<file path="src/rtl/uart_rx.sv">
// 8N1 UART receiver with 2-flop input synchronizer and mid-bit sampling.
// Define UART_RX_PARITY_EN to add an even-parity bit between data and stop.
`timescale 1ns/1ps
module uart_rx #(
   parameter int clk_freq = 1000000,
   parameter int baud     = 9600
) (
   input  logic       clk,
   input  logic       rst_n,
   input  logic       rx,
   output logic [7:0] dout,
   output logic       done_rx,
   output logic       frame_err,
   output logic       parity_err,
   output logic       busy
);

   localparam int CLK_COUNT = clk_freq / baud;
   localparam int HALF      = CLK_COUNT / 2;
   localparam int CNT_W     = $clog2(CLK_COUNT) + 1;

   // Counter restarts at 0 the cycle after each sample, so a full bit ends at CLK_COUNT-1.
   localparam logic [CNT_W-1:0] BIT_END   = CNT_W'(CLK_COUNT - 1);
   localparam logic [CNT_W-1:0] START_END = CNT_W'(HALF - 1);

   localparam logic [2:0] IDLE   = 3'd0;
   localparam logic [2:0] START  = 3'd1;
   localparam logic [2:0] DATA   = 3'd2;
`ifdef UART_RX_PARITY_EN
   localparam logic [2:0] PARITY = 3'd3;
`endif
   localparam logic [2:0] STOP   = 3'd4;

`ifdef UART_RX_PARITY_EN
   function automatic logic even_ok(input logic [7:0] data, input logic par);
      even_ok = ~(^{data, par});
   endfunction
`endif

   logic [1:0]       sync_q, sync_d;
   logic [2:0]       state_q, state_d;
   logic [CNT_W-1:0] cnt_q, cnt_d;
   logic [2:0]       bit_q, bit_d;
   logic [7:0]       shift_q, shift_d;
   logic [7:0]       dout_q, dout_d;
   logic             armed_q, armed_d;
   logic             done_q, done_d;
   logic             ferr_q, ferr_d;
`ifdef UART_RX_PARITY_EN
   logic             par_q, par_d;
   logic             perr_q, perr_d;
`endif
   logic             rx_s;

   assign rx_s = sync_q[1];

   always_comb begin
      sync_d   = {sync_q[0], rx};
      state_d  = state_q;
      cnt_d    = cnt_q + CNT_W'(1);
      bit_d    = bit_q;
      shift_d  = shift_q;
      dout_d   = dout_q;
      armed_d  = armed_q;
      done_d   = 1'b0;
      ferr_d   = 1'b0;
`ifdef UART_RX_PARITY_EN
      par_d    = par_q;
      perr_d   = 1'b0;
`endif
      case (state_q)
         IDLE: begin
            cnt_d   = '0;
            armed_d = armed_q | rx_s;
            // A line held low (break, or reset mid-frame) must go high before a new start is accepted.
            if (armed_q && !rx_s) begin
               state_d = START;
               armed_d = 1'b0;
               bit_d   = 3'd0;
            end
         end
         START: begin
            if (cnt_q == START_END) begin
               cnt_d   = '0;
               state_d = rx_s ? IDLE : DATA;
            end
         end
         DATA: begin
            if (cnt_q == BIT_END) begin
               cnt_d   = '0;
               shift_d = {rx_s, shift_q[7:1]};
               bit_d   = bit_q + 3'd1;
               if (bit_q == 3'd7) begin
`ifdef UART_RX_PARITY_EN
                  state_d = PARITY;
`else
                  state_d = STOP;
`endif
               end
            end
         end
`ifdef UART_RX_PARITY_EN
         PARITY: begin
            if (cnt_q == BIT_END) begin
               cnt_d   = '0;
               par_d   = rx_s;
               state_d = STOP;
            end
         end
`endif
         STOP: begin
            // Leaving at the stop-bit centre gives half a bit of slack for the next start edge.
            if (cnt_q == BIT_END) begin
               cnt_d   = '0;
               state_d = IDLE;
               armed_d = 1'b0;
               if (!rx_s) begin
                  ferr_d = 1'b1;
`ifdef UART_RX_PARITY_EN
               end else if (!even_ok(shift_q, par_q)) begin
                  perr_d = 1'b1;
`endif
               end else begin
                  dout_d = shift_q;
                  done_d = 1'b1;
               end
            end
         end
         default: begin
            state_d = IDLE;
            cnt_d   = '0;
            armed_d = 1'b0;
         end
      endcase
   end

   always_ff @(posedge clk) begin
      if (!rst_n) begin
         sync_q  <= 2'b11;
         state_q <= IDLE;
         cnt_q   <= '0;
         bit_q   <= 3'd0;
         shift_q <= 8'h00;
         dout_q  <= 8'h00;
         armed_q <= 1'b0;
         done_q  <= 1'b0;
         ferr_q  <= 1'b0;
`ifdef UART_RX_PARITY_EN
         par_q   <= 1'b0;
         perr_q  <= 1'b0;
`endif
      end else begin
         sync_q  <= sync_d;
         state_q <= state_d;
         cnt_q   <= cnt_d;
         bit_q   <= bit_d;
         shift_q <= shift_d;
         dout_q  <= dout_d;
         armed_q <= armed_d;
         done_q  <= done_d;
         ferr_q  <= ferr_d;
`ifdef UART_RX_PARITY_EN
         par_q   <= par_d;
         perr_q  <= perr_d;
`endif
      end
   end

   assign dout      = dout_q;
   assign done_rx   = done_q;
   assign frame_err = ferr_q;
   assign busy      = (state_q != IDLE);
`ifdef UART_RX_PARITY_EN
   assign parity_err = perr_q;
`else
   assign parity_err = 1'b0;
`endif

endmodule

</file>
<file path="config.mk">
export PLATFORM = sky130hd
export DESIGN_NAME = uart_rx
export DESIGN_NICKNAME = d
export VERILOG_FILES = /design/src/rtl/uart_rx.sv
export SDC_FILE = /design/constraint.sdc
export NUM_CORES = 1
export LEC_CHECK = 0
export ABC_AREA = 0
export BUFFER_PORTS_ARGS = -buffer_cell sky130_fd_sc_hd__buf_2
export CAP_MARGIN = 30
export CORE_AREA = 2 2 70 52
export DETAILED_ROUTE_END_ITERATION = 10
export DIE_AREA = 0 0 72 54
export PLACE_DENSITY = 0.72
export SETUP_SLACK_MARGIN = 0.02
export SYNTH_ARGS = -nofsm -noshare
export SYNTH_HDL_FRONTEND = slang
export SYNTH_SLANG_ARGS = --single-unit
</file>
<file path="constraint.sdc">
create_clock -name clk -period 4 [get_ports clk]
set_clock_uncertainty 0.05 [all_clocks]
set_input_delay 0.8 -clock clk [delete_from_list [all_inputs] [get_ports clk]]
set_output_delay 0.8 -clock clk [all_outputs]
set_load 0.05 [all_outputs]
</file>
Yosys cells after proc, flatten, opt, wreduce, memory -nomap -nowiden
Index checks and enable logic that the tools add are counted.

storage, ports and cells
  register bits = 35
  input bits = 3
  output and inout port bits = 12
  logic and storage cells = 55

cells by class
  $add $sub $neg = 2
  equality and inequality tests = 11
  muxes and demuxes = 18
  bitwise operators = 2
  reduce and logical (&&, ||, !) cells = 13

operators by type and width
  operator                                        number
  2-to-1 mux 3 bit                                7
  2-to-1 mux 8 bit                                2
  one-hot mux 8 bit (2 select lines)              1
  one-hot mux 3 bit (4 select lines)              1
  inequality test 2 bit (second input constant)   5
  AND reduction 3 bit                             3
  adder 8 x 1 -> 8 bit (second input constant)    1
  == test 8 x 6 -> 1 bit (second input constant)  1
  == test 8 x 7 -> 1 bit (second input constant)  1
  == test 3 bit (second input constant)           2
  one-hot mux 3 bit (2 select lines)              1
  AND reduction 5 bit                             1
  2-to-1 mux 1 bit                                4
  AND reduction 2 bit                             2
  OR reduction 2 bit                              2
  adder 3 x 1 -> 3 bit (second input constant)    1
  == test 3 x 1 -> 1 bit (second input constant)  1
  == test 3 x 2 -> 1 bit (second input constant)  1
  zero test 3 bit                                 1
  one-hot mux 1 bit (3 select lines)              1
  nonzero test 3 bit                              1
  2-to-1 mux 2 bit                                1
  nonzero test 2 bit                              1
  logical AND 1 bit                               1
  other kinds (3)                                 3

Logic depth before layout (Yosys ltp)
Gate-level depths: netlist of the first run.

  depth after elaboration = 4
  depth in mapped cells = 7

Worst setup path after synthesis of the first run
No wires, ideal clock.

  path kind = register to output
  from = register state_q[1]
  to = output busy
  arrival time = 1.032 ns
  data required time = 3.150 ns
  path slack = 2.118 ns
  stages on the path, launching flop included = 3
  cell sequence = dfxtp_1 buf_6 or3_1

between the ends
  cells in the longest elaborated chain, start to end = 1

RTL lines
  item                    RTL line  text
  start, declared         41        logic [2:0] state_q, state_d;
  start signal, assigned  154       state_q <= state_d;
  nonzero test 3 bit      172       assign busy = (state_q != IDLE);
  end, declared           15        output logic busy

No other way between the ends.

Worst setup path in the final report of the first run
Ends and elaborated chain as after synthesis.

==> reports/qor.csv, run 1 <==
metric;value;unit
Hold Path Origin;sync_q[0];
FF+latch count, synth;35;
max cap viols;0;
# DRC;0;
TritonCTS clock tree;built;
asr flop ratio synth;0;%
dominant synthesized flop cell;dfxtp_1;
Post-synth EDFFs;0;
static leakage power;0.745;nW
Port-buffer cells;13;
YS warnings;0;
Final Hold Vio Count;0;
# rows;18;
register area share after synthesis;45.0;%
chip width;72;um
RSZ-0062 raised after global routing;no;
Diodes inserted;0;
maximum vdd ir drop;0.239;mV
CTS Buf Count;5;
HPWL Detailed;1.91;mm
Worst-path clk slew;0.06;ns
first-pass GRT wire length;4.62;mm
Reg2Reg Setup Slack;1.97;ns
routability cong.;0.849;
root buf cell;clkbuf_8;
Crit. End Element;output port;
Post-CTS Resized;0;
wirelength, routed;2.88;mm
vias per cell;5.48;
start of the worst register-to-register path;cnt_q[0];
Final period util;55.5;%
Setup Fix Bufs, Post-CTS;0;
Core Footprint;3310;sq um
share of cells above drive strength 1;17.5;%
Overflow after GRT;0;
type of the worst setup path;flop to output port;
Iteration-0 DRC Markers;52;
die area;3890;sq um
DRT Pass-1 Iters;4;
WHS Endpoint;sync_q[1];
Finished Core Util;51.4;%
Layout Cells excl Fill;206;
RR Endpoint;shift_q[0];
Critical Path AT;1.37;ns
Clock Latency Late Sink;0.29;ns
CP Launch Type;flop;
CP max FO;13;
Critical Path RT;3.15;ns
Slew Viols, Final;0;
status;finished clean;
Final ANT Viol Nets;0;
# nets final;171;
Yosys cell types;42;
worst min path class;flop to flop;
GRT Util Overall;16.3;%
CTS sink count;35;
min Tclk post-route;2.22;ns
Synth Instances;154;
Initial Utilization;47.0;%
setup TNS;0;ns
largest net degree at the start of global routing;24;
Placed Cells incl. Taps;198;
hold-fix buffers at CTS;0;
Hold Path Depth;1;
area grow syn2layout;9.32;%
worst-case clock buffer depth;2;
Mapped Area;1560;sq um
final setup vio count;0;
worst slew pin tran;0.676;ns
Top-Level Pins;15;
number of global-route vias before repair;1011;
R2R cell count;5;
syn_nets;160;
DR WL/cell;14.0;um
initial antenna violation count;0;
f_max;0.451;GHz
Avg Cell Area, Syn;10.1;sq um
Die Y;54;um
H-tree levels;2;
Vias;1128;
slew margin rel.;54.9;%
pwr/cell area;414;nW/um^2
[worst max-delay path by stage]
stage | start | to | slack (ns) | cells past startpoint
floorplan | state_q[1] | busy | 2.12 | 2
global placement | rst_n | state_q[1] | 1.99 | 4
detailed placement | rst_n | state_q[1] | 1.96 | 4
CTS | state_q[1] | busy | 1.78 | 2
global route | state_q[0] | busy | 1.72 | 2
finish | state_q[1] | busy | 1.78 | 2
[flip-flops by register name (all words and copies together) (netlist names)]
signal / count
shift_q: 8
dout: 8
sync_q: 2
done_rx: 1
armed_q: 1
cnt_q: 8
bit_q: 3
frame_err: 1
state_q: 3
[cell usage after synthesis, drive strengths merged, types with 2 or more instances]
library cell | n | area (sq um)
nand3 | 7 | 35.0
ha | 3 | 37.5
or3b | 2 | 17.5
dfxtp | 35 | 701
o32ai | 2 | 36.3
xor2 | 6 | 52.6
inv | 2 | 7.51
o21ai | 6 | 30.0
clkbuf | 2 | 17.5
or3 | 2 | 12.5
and3 | 2 | 13.8
nor3b | 3 | 43.8
nand2 | 7 | 26.3
a21oi | 3 | 15.0
xnor2 | 2 | 17.5
nand2b | 3 | 18.8
nor2 | 27 | 101
nor3 | 2 | 15.0
mux2i | 18 | 180
buf | 6 | 57.6
[metrics by stage]
step | hold slack [ns] | cell area [sq um] | power (mW) | setup slack, ns
after detailed placement | 0.353 | 1580 | 0.382 | 1.96
after CTS | 0.373 | 1700 | 0.708 | 1.78
final | 0.366 | 1700 | 0.704 | 1.78
after floorplan | 0.336 | 1560 | 0.380 | 2.12
after global routing | 0.387 | 1700 | 0.724 | 1.72
after global placement | 0.345 | 1580 | 0.382 | 1.99
[report_power, final]
| group | total, mW | internal, mW | switching [mW] |
|---|---|---|---|
| Clock | 0.329 | 0.202 | 0.128 |
| Sequential | 0.354 | 0.351 | 0.00335 |
| Combinational | 0.0207 | 0.00630 | 0.0144 |
[layout by cell type, fill, tap and decap left out, drive strengths merged, types with 3 or more instances in the layout]
cell    count
clkbuf      6
nor3b       3
o21ai       6
mux2i      18
a21oi       3
nand2b      3
dfxtp      35
nand3       7
buf        13
ha          3
nor2       27
nand2       7
xor2        6
[cell type report]
class,instances,area [sq um]
inverters,2,7.51
fillers,298,1610
repair buffers,13,65.1
flip-flops and latches,35,701
well taps,40,50.0
clock inverters,2,35.0
multi-input cells,108,761
clock buffers,6,82.6
[worst max-delay path, cell delays in order (launching register included)]
cell and delay (ns):
dfxtp_1 0.46, or3_1 0.40, buf_2 0.22
[metal layers]
| layer | wire length, um | up-vias | share of wire, % | global-route usage, % |
|---|---|---|---|---|
| met2 | 1340 | 33 | 47 | 24.1 |
| met1 | 1310 | 531 | 46 | 19.8 |
| met5 | 0 | - | 0 | 0 |
| met4 | 88 | 0 | 3.1 | 9.43 |
| li1 | - | 553 | - | - |
| met3 | 137 | 11 | 4.8 | 7.49 |
[kinds of logic (layout without fill, tap and decap cells)]
kind of cell / after synthesis / count (layout) / share of synthesized area (%)
simple gates: 62 / 62 / 22.4
flops: 35 / 35 / 45.0
mux: 18 / 18 / 11.6
compound gates: 16 / 16 / 7.72
buf+inv: 11 / 23 / 6.11
xor+xnor: 8 / 8 / 4.50
fa+ha+maj: 3 / 3 / 2.41
other cells: 1 / 1 / 0.241
(Power assumes the default switching activity.)
==> run 2: changes to the inputs <==
==> constraint.sdc (replaced) <==
create_clock -name clk -period 2.2 [get_ports clk]
set_clock_uncertainty 0.05 [all_clocks]
set_input_delay 0.44 -clock clk [delete_from_list [all_inputs] [get_ports clk]]
set_output_delay 0.44 -clock clk [all_outputs]
set_load 0.05 [all_outputs]
==> reports/qor.csv, run 2 (synthesis gave the netlist of run 1 again) <==
metric;value;unit
hold-fix buffers at CTS;0;
pwr/cell area;701;nW/um^2
worst-case clock buffer depth;2;
area grow syn2layout;9.40;%
largest net degree at the start of global routing;14;
Finished Cell Area;1700;sq um
P_sw;0.259;mW
Core Footprint;3310;sq um
DRT Pass-1 Iters;4;
Final period util;83.7;%
Critical Path RT;1.71;ns
initial antenna violation count;0;
RSZ-0062 raised after global routing;no;
Initial Utilization;47.0;%
# DRC;0;
HPWL Detailed;2.05;mm
min Tclk post-route;1.84;ns
Clock Latency Late Sink;0.28;ns
Vias;1099;
Placed Cells incl. Taps;200;
TritonCTS clock tree;built;
number of global-route vias before repair;1024;
CTS sink count;35;
commonest non-fill, non-tap cell in the layout;dfxtp_1;
Overflow after GRT;0;
most frequent cells in the layout;dfxtp_1 (35), nor2_1 (27), mux2i_1 (18), buf_2 (13);
Layout Cells excl Fill;208;
# nets final;173;
GRT Util Overall;16.6;%
CP Launch Type;flop;
Critical Path AT;1.35;ns
root buf cell;clkbuf_8;
routability cong.;0.856;
Iteration-0 DRC Markers;80;
vias per cell;5.28;
chip width;72;um
Port-buffer cells;13;
H-tree levels;2;
dpl ws;0.371;ns
Diodes inserted;0;
layout filler cell count;314;
CP max FO;13;
wirelength, routed;2.81;mm
Post-Place Cell Area;1600;sq um
setup TNS;0;ns
Pint;0.935;mW
first-pass GRT wire length;4.81;mm
register area;701;sq um
status;finished clean;
Setup WS post-layout;0.358;ns
Final Hold Vio Count;0;
DR WL/cell;13.5;um
worst min path class;input pin to flop;
type of the worst setup path;flop to output port;
area of the multi-input gates;761;sq um
combinational share of power;3.3;%
die area;3890;sq um
sequential share of power;53.9;%
share of cells above drive strength 1;18.5;%
Final ANT Viol Nets;0;
switching part of the total;21.7;%
maximum vdd ir drop;0.561;mV
Crit. End Element;output port;
Top-Level Pins;15;
Worst-path clk slew;0.07;ns
clock share of power;42.8;%
Setup Fix Bufs, Post-CTS;0;
final setup vio count;0;
max cap viols;0;
# rows;18;
Slew Viols, Final;0;
f_max;0.543;GHz
Die Y;54;um
Post-CTS Resized;0;
CTS Buf Count;5;
static leakage power;0.744;nW
==> run 2: cell types whose count changed in the layout (fill, tap and decap cells not counted) <==
| cell | before | now |
|---|---|---|
| clkbuf_8 | 6 | 7 |
| clkinv_2 | 1 | 0 |
| clkinvlp_4 | 0 | 1 |
| buf_4 | 0 | 2 |
| bufinv_16 | 1 | 0 |
==> run 2: power groups by stage <==
stage / logic, mW / clock network [mW] / registers [mW]
3_3_place_gp: 0.0380 / 0 / 0.658
2_1_floorplan: 0.0364 / 0 / 0.655
5_1_grt: 0.0441 / 0.550 / 0.645
4_1_cts: 0.0399 / 0.524 / 0.644
3_5_place_dp: 0.0397 / 0 / 0.659
6_report: 0.0398 / 0.511 / 0.644
==> run 2: stage by stage <==
stage / util [%] / hold slack [ns] / power, mW
floorplan: - / 0.336 / 0.692
global placement: 48.3 / 0.345 / 0.696
detailed placement: 48.3 / 0.349 / 0.698
CTS: 51.4 / 0.272 / 1.21
global route: 51.4 / 0.281 / 1.24
finish: 51.4 / 0.285 / 1.19
==> run 2: per-layer routing <==
layer  up-vias  share of wire, %  track usage (%)
li1        559                 -                -
met1       517                49             22.1
met2        20                45             25.9
met3         3               5.1             4.49
met4         0               1.1             6.29
met5         -                 0                0
==> run 2: layout make-up <==
class | instances | share of cell area (%)
Timing Repair Buffer | 15 | 4.70
Inverter | 2 | 0.441
Clock buffer | 7 | 5.66
Clock inverter | 1 | 0.441
Tap cell | 40 | 2.94
Sequential cell | 35 | 41.1
Multi-Input combinational cell | 108 | 44.7
==> run 2: final timing paths <==
check | startpoint | endpoint | slack, ns | cells past startpoint
hold / removal | rx | sync_q[0] | 0.28 | 2
setup reg to reg | cnt_q[0] | shift_q[4] | 0.36 | 6
setup / recovery | state_q[1] | busy | 0.36 | 2
hold reg to reg | sync_q[0] | sync_q[1] | 0.36 | 1
==> run 2: critical path, stage by stage (launching register included) <==
cell	delay, ns
dfxtp_1	0.46
or3_1	0.39
buf_2	0.21
==> run 3: changes to the inputs <==
--- a/config.mk
+++ b/config.mk
@@ -5,13 +5,13 @@
 export SDC_FILE = /design/constraint.sdc
 export NUM_CORES = 1
 export LEC_CHECK = 0
-export ABC_AREA = 0
+export ABC_AREA = 1
 export BUFFER_PORTS_ARGS = -buffer_cell sky130_fd_sc_hd__buf_2
 export CAP_MARGIN = 30
 export CORE_AREA = 2 2 70 52
 export DETAILED_ROUTE_END_ITERATION = 10
 export DIE_AREA = 0 0 72 54
-export PLACE_DENSITY = 0.72
+export PLACE_DENSITY = 0.71
 export SETUP_SLACK_MARGIN = 0.02
 export SYNTH_ARGS = -nofsm -noshare
 export SYNTH_HDL_FRONTEND = slang
==> constraint.sdc (replaced) <==
create_clock -name clk -period 1.8 [get_ports clk]
set_clock_uncertainty 0.05 [all_clocks]
set_input_delay 0.36 -clock clk [delete_from_list [all_inputs] [get_ports clk]]
set_output_delay 0.36 -clock clk [all_outputs]
set_load 0.05 [all_outputs]
==> reports/qor.csv, run 3 <==
metric;value;unit
top cells by area, synth;dfxtp_1 (45%), nor2_1 (8.8%), nand2_1 (8.5%);
CP max FO;5;
max cap viols;0;
largest area contributor in the netlist;dfxtp_1;
Slew Viols, Final;0;
# rows;18;
Final Hold Vio Count;0;
setup TNS;0;ns
synth cell count leaders;nor2_1 (36), dfxtp_1 (35), nand2_1 (35);
TritonCTS clock tree;built;
Final period util;90.5;%
YS warnings;0;
Diodes inserted;0;
commonest non-fill, non-tap cell in the layout;nor2_1;
dominant synthesized flop cell;dfxtp_1;
first-pass GRT wire length;4.63;mm
Port-buffer cells;13;
initial antenna violation count;0;
hold-fix buffers at CTS;0;
pwr/cell area;1040;nW/um^2
Clock Latency Late Sink;0.29;ns
CTS sink count;35;
Initial Utilization;46.6;%
number of global-route vias before repair;1000;
type of the worst setup path;flop to output port;
syn_nets;200;
worst-case clock buffer depth;2;
status;finished clean;
register area share after synthesis;45.5;%
share of cells above drive strength 1;19.5;%
CTS Buf Count;5;
asr flop ratio synth;0;%
# DRC;0;
# nets final;215;
Die Y;54;um
DR WL/cell;10.9;um
count leader, synth;nor2_1;
root buf cell;clkbuf_8;
wirelength, routed;2.73;mm
crit path buf inv count;2;
Yosys cell types;32;
area grow syn2layout;11.7;%
Crit. End Element;output port;
worst hold slack;0.200;ns
maximum vdd ir drop;0.789;mV
CP peak stage delay;0.36;ns
Crit-path slowest cell;dfxtp_1;
f_max;0.614;GHz
Crit path max-delay family;flip-flops;
HPWL Detailed;1.90;mm
Avg Cell Area, Syn;7.95;sq um
routability cong.;0.776;
Top-Level Pins;15;
H-tree levels;2;
Post-synth EDFFs;0;
GRT Util Overall;15.9;%
Worst-path clk slew;0.07;ns
Post-CTS Resized;0;
RSZ-0062 raised after global routing;no;
FF+latch count, synth;35;
static leakage power;0.814;nW
Mapped Area;1540;sq um
die area;3890;sq um
Critical Path RT;1.39;ns
Setup Fix Bufs, Post-CTS;0;
min Tclk post-route;1.63;ns
Iteration-0 DRC Markers;45;
Core Footprint;3310;sq um
Critical Path AT;1.22;ns
cells along the critical path;nor3_2, inv_1, buf_2;
final setup vio count;0;
vias per cell;4.83;
largest net degree at the start of global routing;17;
Synth Instances;194;
CP Launch Type;flop;
Synth top area share;45.5;%
Overflow after GRT;0;
worst min path class;input pin to flop;
Vias;1207;
chip width;72;um
most frequent cells in the layout;nor2_1 (36), nand2_1 (35), dfxtp_1 (35), nand3_1 (14);
layout filler cell count;317;
DRT Pass-1 Iters;4;
Final ANT Viol Nets;0;
## run 3: cell families (layout without fill, tap and decap cells)
| logic type | after synthesis | in the layout | synth area share, % |
|---|---|---|---|
| XOR/XNOR | 5 | 5 | 2.84 |
| AO/OA/AOI/OAI | 22 | 22 | 8.04 |
| adder cells (fa/ha/maj) | 3 | 3 | 2.44 |
| buffers and inverters | 21 | 37 | 6.98 |
| flip-flops | 35 | 35 | 45.5 |
| AND/OR/NAND/NOR | 107 | 107 | 34.0 |
| other | 1 | 1 | 0.243 |
## run 3: per-layer routing
| metal | up-vias | GRT usage [%] | share of wire (%) |
|---|---|---|---|
| li1 | 647 | - | - |
| met1 | 535 | 23.4 | 56 |
| met2 | 21 | 20.5 | 38 |
| met3 | 4 | 6.18 | 4.4 |
| met4 | 0 | 5.66 | 1.2 |
| met5 | - | 0 | 0 |
## run 3: power breakdown
part | leakage, nW | internal, mW | total [mW] | switching, mW
Sequential | 0.283 | 0.809 | 0.842 | 0.0334
Combinational | 0.481 | 0.0972 | 0.319 | 0.221
Clock | 0.0505 | 0.348 | 0.633 | 0.285
Total | 0.814 | 1.25 | 1.79 | 0.540
## run 3: path summary, 6_finish.rpt
path | startpoint | end | slack (ns) | depth (start not counted)
setup / recovery | state_q[1] | busy | 0.17 | 3
hold / removal | rx | sync_q[0] | 0.20 | 2
hold reg to reg | sync_q[0] | sync_q[1] | 0.36 | 1
setup reg to reg | cnt_q[0] | bit_q[2] | 0.23 | 10
## run 3: final cells by class
cell class	instances	area [sq um]	share of cell area, %
multi-input cells	138	733	42.6
flip-flops and latches	35	701	40.7
clock buffers	7	96.3	5.60
repair buffers	14	72.6	4.22
inverters	15	61.3	3.56
well taps	40	50.0	2.91
clock inverters	1	7.51	0.436
## run 3: through the flow
| stage | instance area [sq um] | instances | power (mW) | worst slack (ns) | util [%] |
|---|---|---|---|---|---|
| 2_1_floorplan | 1540 | 194 | 1.12 | 0.401 | - |
| 3_3_place_gp | 1620 | 242 | 1.17 | 0.292 | 48.9 |
| 3_5_place_dp | 1620 | 242 | 1.18 | 0.233 | 48.9 |
| 4_1_cts | 1720 | 250 | 1.81 | 0.158 | 52.0 |
| 5_1_grt | 1720 | 250 | 1.89 | 0.0597 | 52.0 |
| 6_report | 1720 | 250 | 1.79 | 0.170 | 52.0 |
